===== src/rtl/systolic_pkg.sv =====
// systolic_pkg: shared types and helpers for the systolic PE slice
package systolic_pkg;
  typedef enum logic [1:0] {W1, W2, W4, W8} w_mode_t;
  localparam int WDEC_W = 8;
  localparam int SAT_W = 64;
  function automatic int sum_w(input int acc_w, input int nch, input int bit_w);
    return acc_w + $clog2(nch + 1) + bit_w + WDEC_W;
  endfunction
  function automatic logic signed [SAT_W-1:0] sat_acc(input logic signed [SAT_W-1:0] v, input int acc_w);
    logic signed [SAT_W-1:0] hi;
    hi = (64'sd1 <<< (acc_w - 1)) - 64'sd1;
    return v > hi ? hi : v < ~hi ? ~hi : v;
  endfunction
endpackage


===== src/rtl/pe_mac_lane.sv =====
// pe_mac_lane: one channel of weight decode, signed multiply and fixed-point shift
module pe_mac_lane
  import systolic_pkg::*;
#(
  parameter int BitSize = 8,
  parameter int M_W_BitSize = 8,
  parameter int FixedPointPos = 4
) (
  input  w_mode_t                            w_mode,
  input  logic signed [BitSize-1:0]          a,
  input  logic        [M_W_BitSize-1:0]      w,
  output logic signed [BitSize+WDEC_W-1:0]   prod
);
  localparam int PW = BitSize + WDEC_W;
  logic signed [WDEC_W-1:0] wd;
  logic signed [PW-1:0] full;
  always_comb begin
    wd = w_mode == W1 ? (w[0] ? 8'sd1 : -8'sd1) :
         w_mode == W2 ? 8'(signed'(w[1:0])) :
         w_mode == W4 ? 8'(signed'(w[3:0])) : signed'(w[7:0]);
    full = PW'(a) * PW'(wd);
    prod = (w_mode == W4 || w_mode == W8) ? full >>> FixedPointPos : full;
  end
endmodule


===== src/rtl/systolic_pe_mc.sv =====
// systolic_pe_mc: multi-channel runtime-precision systolic PE with double-buffered weights
// and fully registered forwarding of activations, psums, weights and control.
module systolic_pe_mc
  import systolic_pkg::*;
#(
  parameter int BitSize = 8,
  parameter int AccBitSize = 16,
  parameter int M_W_BitSize = 8,
  parameter int NumCh = 2,
  parameter int FixedPointPos = 4
) (
  input  logic                           clk,
  input  logic                           res_n,
  input  logic                           en,
  input  logic [1:0]                     w_mode,
  input  logic                           in_valid,
  input  logic [NumCh*BitSize-1:0]       in_a,
  input  logic [AccBitSize-1:0]          in_psum,
  input  logic [NumCh*M_W_BitSize-1:0]   in_w,
  input  logic                           in_w_valid,
  input  logic                           in_swap,
  output logic                           out_valid,
  output logic [NumCh*BitSize-1:0]       out_a,
  output logic [AccBitSize-1:0]          out_psum,
  output logic [NumCh*M_W_BitSize-1:0]   out_w,
  output logic                           out_w_valid,
  output logic                           out_swap,
  output logic                           out_ovf
);
  localparam int PW = BitSize + WDEC_W;
  localparam int SW = sum_w(AccBitSize, NumCh, BitSize);
  logic [NumCh*M_W_BitSize-1:0] shadow, active;
  logic signed [PW-1:0] prod [NumCh];
  logic signed [SW-1:0] sum;
  logic signed [SAT_W-1:0] sum_x, sat;
  logic [AccBitSize-1:0] psum_n;
  logic hit;
  genvar i;
  generate
    for (i = 0; i < NumCh; i++) begin : g_lane
      pe_mac_lane #(
        .BitSize(BitSize),
        .M_W_BitSize(M_W_BitSize),
        .FixedPointPos(FixedPointPos)
      ) u_lane (
        .w_mode(w_mode_t'(w_mode)),
        .a(in_a[i*BitSize +: BitSize]),
        .w(active[i*M_W_BitSize +: M_W_BitSize]),
        .prod(prod[i])
      );
    end
  endgenerate
  always_comb begin
    sum = SW'(signed'(in_psum));
    for (int c = 0; c < NumCh; c++) sum = sum + SW'(prod[c]);
    sum_x = SAT_W'(sum);
    sat = sat_acc(sum_x, AccBitSize);
    hit = sat != sum_x;
    psum_n = AccBitSize'(sat);
  end
  // swap reads shadow before the same-cycle load, and a swap beat's ovf clear beats a set
  always_ff @(posedge clk or negedge res_n) begin
    if (!res_n) begin
      shadow <= '0;
      active <= '0;
      out_valid <= 1'b0;
      out_a <= '0;
      out_psum <= '0;
      out_w <= '0;
      out_w_valid <= 1'b0;
      out_swap <= 1'b0;
      out_ovf <= 1'b0;
    end else if (en) begin
      out_valid <= in_valid;
      out_w <= in_w;
      out_w_valid <= in_w_valid;
      out_swap <= in_swap;
      if (in_valid) begin
        out_a <= in_a;
        out_psum <= psum_n;
      end
      if (in_w_valid) shadow <= in_w;
      if (in_swap) active <= shadow;
      out_ovf <= in_swap ? 1'b0 : (in_valid && hit) ? 1'b1 : out_ovf;
    end
  end
endmodule


===== config.mk =====
export PLATFORM = sky130hd
export DESIGN_NAME = systolic_pe_mc
export DESIGN_NICKNAME = d
export VERILOG_FILES = /design/src/rtl/systolic_pkg.sv /design/src/rtl/pe_mac_lane.sv /design/src/rtl/systolic_pe_mc.sv
export SDC_FILE = /design/constraint.sdc
export NUM_CORES = 1
export LEC_CHECK = 0
export BUFFER_PORTS_ARGS = -buffer_cell sky130_fd_sc_hd__buf_4
export CAP_MARGIN = 10
export CELL_PAD_IN_SITES_DETAIL_PLACEMENT = 0
export CELL_PAD_IN_SITES_GLOBAL_PLACEMENT = 1
export CORE_ASPECT_RATIO = 2
export CORE_MARGIN = 2
export CORE_UTILIZATION = 47
export DETAILED_ROUTE_END_ITERATION = 8
export PLACE_DENSITY = 0.84
export SYNTH_ARGS = -nofsm -noshare
export SYNTH_HDL_FRONTEND = slang
export SYNTH_SLANG_ARGS = --single-unit

===== constraint.sdc =====
create_clock -name clk -period 9.85 [get_ports clk]
set_input_delay 0.4925 -clock clk [delete_from_list [all_inputs] [get_ports clk]]
set_output_delay 0.4925 -clock clk [all_outputs]
set_load 0.05 [all_outputs]

==> results.toml <==
[floorplanning]
coreArea_um2 = 20900
die_y_um = 211
io_pins = 108
die_w_um = 107
initial_core_util = 0.479
die_area_um2 = 22600
row_count = 75

[synthesis]
syn_area_per_cell_um2 = 9.37
yosysSeqAreaShare = 0.210
synth_flop_cell = "dfrtp_1"
synth_area_um2 = 10000
yosysWarnings = 0
postSynthCellCount = 1070
synth_seq_cells = 84
synth_nets = 1328
async_reset_ff_frac = 1.00
synth_cell_type_count = 57
synth_edf_count = 0

[sta]
fmax_mhz = 113
setup_violations = 0
fin_crit_ns = 8.82
worst_pin_slew_ns = 1.04
slew_viol_final = 0
period_share = 0.896
hold_violations = 0
tns_ns = 0
skew_ns = 0.00802
slew_headroom = 0.305
rsz0062_at_grt = "no"

[critical_path]
end_kind = "register"
crit_path_max_incr_delay_ns = 0.55
ff2ff_setup_slack_ns = 1.03
slowest_stage = "fa_1"
timing.rr.start = "active[0]"
cp_common_cell = "fa_1"
start_kind = "register"
critPathArrivalTime_ns = 9.09
r2r_cells = 31
critPathRequiredTime_ns = 10.12
r2r_end = "out_psum[13]"
crit_type = "reg2reg"
cp_max_fo = 10

[drt]
drc_errors = 0
drtPass1Iterations = 4
avgRoutedWirePerCell_um = 18.3
initialDrtViolationCount = 275
dr_total_vias = 7668
antenna_left = 0
drt_wl_total_mm = 26.3
viasPerCell = 5.34

[final_layout]
drive_gt1_frac = 0.162
nets = 1419
fillers = 1985
sequential_cell_area_um2 = 2100
antenna_cells = 0
area_growth_pct = 13.2
multi_input_area_um2 = 6990

[clock_tree]
cts_buffers = 9
cts_buffer_depth = 2
cts_sinks = 84
clk_latency_ns = 0.34
cts.reportedPaths.clkPinSlew_ns = 0.07
postCtsHoldBufs = 0
post_cts_resized = 0
root_buffer = "clkbuf_16"
cts_setup_buffers = 0
cts_tree = "done"
htree_levels = 3

[grt]
grt_overflow = 0
antenna_found_initial = 0
grt_pass1_wl_mm = 41.5
first_global_vias = 8138
grt_usage = 0.242
grt_max_degree = 85

[min_path]
min_path_type = "in2async"

[flow_run]
drv_cap = 0

[placement]
place_congestion = 0.956
dp_hpwl_mm = 22.3
port-buffer-count = 107

[outcome]
outcome = "finished clean"
cells by family after synthesis:
family / Yosys count / share of synthesized area
adders and majority gates: 202 / 0.347
xor gates and xnor gates: 43 / 0.0375
buffers and inverters: 249 / 0.0939
AOI/OAI and AO/OA: 139 / 0.0957
DFF: 84 / 0.210
and+or+nand+nor: 286 / 0.143
muxes: 67 / 0.0728
area by class of cell:
| cell class | instances | area share |
|---|---|---|
| multi-input combinational | 737 | 0.615 |
| sequential | 84 | 0.185 |
| timing repair buffer | 112 | 0.0740 |
| inverter | 217 | 0.0717 |
| tap | 269 | 0.0296 |
| clock buffer | 10 | 0.0202 |
| clock inverter | 6 | 0.00419 |
cell usage after synthesis (all sizes together) (2+ instances only):
cell type  instances  area (um2)
a211o              6        52.6
a211oi             4        30.0
a21o              15         113
a21oi             51         255
a221o             10         100
a41oi              2        17.5
and2              86         538
and3               5        31.3
buf                4        22.5
clkbuf            28         105
dfrtp             84        2100
fa               127        2540
ha                75         938
inv              216         811
mux2              48         541
mux2i             19         190
nand2             93         349
nand2b             6        37.5
nand3              5        25.0
nand4              3        18.8
nor2              49         184
nor2b              4        25.0
nor3              15        75.1
nor3b              4        30.0
nor4               3        25.0
o211a              3        37.5
o211ai             3        36.3
o21a               6        45.0
o21ai             22         110
o21bai             3        22.5
o311a              3        41.3
o31a               3        26.3
or2                7        43.8
or4b               2        20.0
xnor2             33         289
xor2              10        87.6
layout by cell type (no fill, tap or decap), types with 2 or more instances in the layout:
| cell | Yosys | layout |
|---|---|---|
| clkinv_4 | 0 | 2 |
| a21o_1 | 15 | 15 |
| and2_1 | 86 | 86 |
| dfrtp_1 | 84 | 84 |
| nor3b_1 | 4 | 4 |
| xor2_1 | 10 | 10 |
| nand4_1 | 3 | 3 |
| nor3_1 | 15 | 15 |
| inv_6 | 0 | 2 |
| fa_1 | 127 | 127 |
| a21oi_1 | 51 | 51 |
| mux2i_1 | 19 | 19 |
| ha_1 | 75 | 75 |
| a211o_1 | 6 | 6 |
| o31a_1 | 3 | 3 |
| o21ai_1 | 5 | 5 |
| xnor2_1 | 33 | 33 |
| o21bai_1 | 3 | 3 |
| inv_1 | 216 | 216 |
| a211oi_1 | 4 | 4 |
| clkbuf_16 | 0 | 9 |
| nand2b_1 | 6 | 6 |
| nand2_1 | 93 | 93 |
| nor4_1 | 2 | 2 |
| o211ai_1 | 2 | 2 |
| mux2_2 | 48 | 48 |
| o21a_1 | 6 | 6 |
| a41oi_1 | 2 | 2 |
| nor2b_1 | 4 | 4 |
| o21ai_0 | 17 | 17 |
| a221o_1 | 10 | 10 |
| buf_4 | 0 | 112 |
| nand3_1 | 5 | 5 |
| o311a_1 | 2 | 2 |
| o211a_1 | 2 | 2 |
| nor2_1 | 49 | 49 |
| or2_2 | 6 | 6 |
| and3_1 | 5 | 5 |
layer usage:
| metal | share of wire | up-vias | routed length [um] | global-route usage |
|---|---|---|---|---|
| met5 | 0 | - | 0 | 0 |
| met4 | 0.055 | 0 | 1460 | 0.128 |
| met3 | 0.022 | 65 | 588 | 0.0158 |
| met2 | 0.59 | 176 | 15500 | 0.480 |
| met1 | 0.33 | 3863 | 8790 | 0.242 |
| li1 | - | 3564 | - | - |
critical path: cells and delay by family, from the launching register on:
family	cells	cell delay [ns]
xor+xnor	1	0.19
fa+ha+maj	8	3.52
compound gates	10	2.46
simple gates	8	1.71
flops	1	0.39
buf+inv	3	0.15
mux	1	0.30
flip-flops by register name, summed over array words and instances (netlist names):
name         count
active          16
out_w_valid      1
out_a           16
out_valid        1
out_psum        16
shadow          16
out_ovf          1
out_swap         1
out_w           16
through the flow:
stage                     utilization  setup WS (ns)  area (um2)  instances  hold slack (ns)
after detailed placement        0.530          0.725       11100       1419            0.468
after CTS                       0.543           1.03       11400       1435            0.373
after global placement          0.530          0.802       11100       1419            0.461
after floorplan                     -           1.58       10000       1070            0.197
final                           0.543           1.03       11400       1435            0.314
after global routing            0.543          0.419       11400       1435            0.390
how the worst max path moves through the flow:
stage / from / end / slack (ns) / cells after the start
CTS: active[0] / out_psum[13] / 1.03 / 31
floorplan: w_mode[0] / out_psum[10] / 1.58 / 37
finish: active[0] / out_psum[13] / 1.03 / 31
detailed placement: w_mode[1] / out_psum[5] / 0.73 / 31
global placement: w_mode[1] / out_psum[13] / 0.80 / 31
global route: active[0] / out_psum[13] / 0.42 / 31
Power is not shown: default switching activity piles up to over one toggle a cycle in this logic, so the estimate is an artifact.
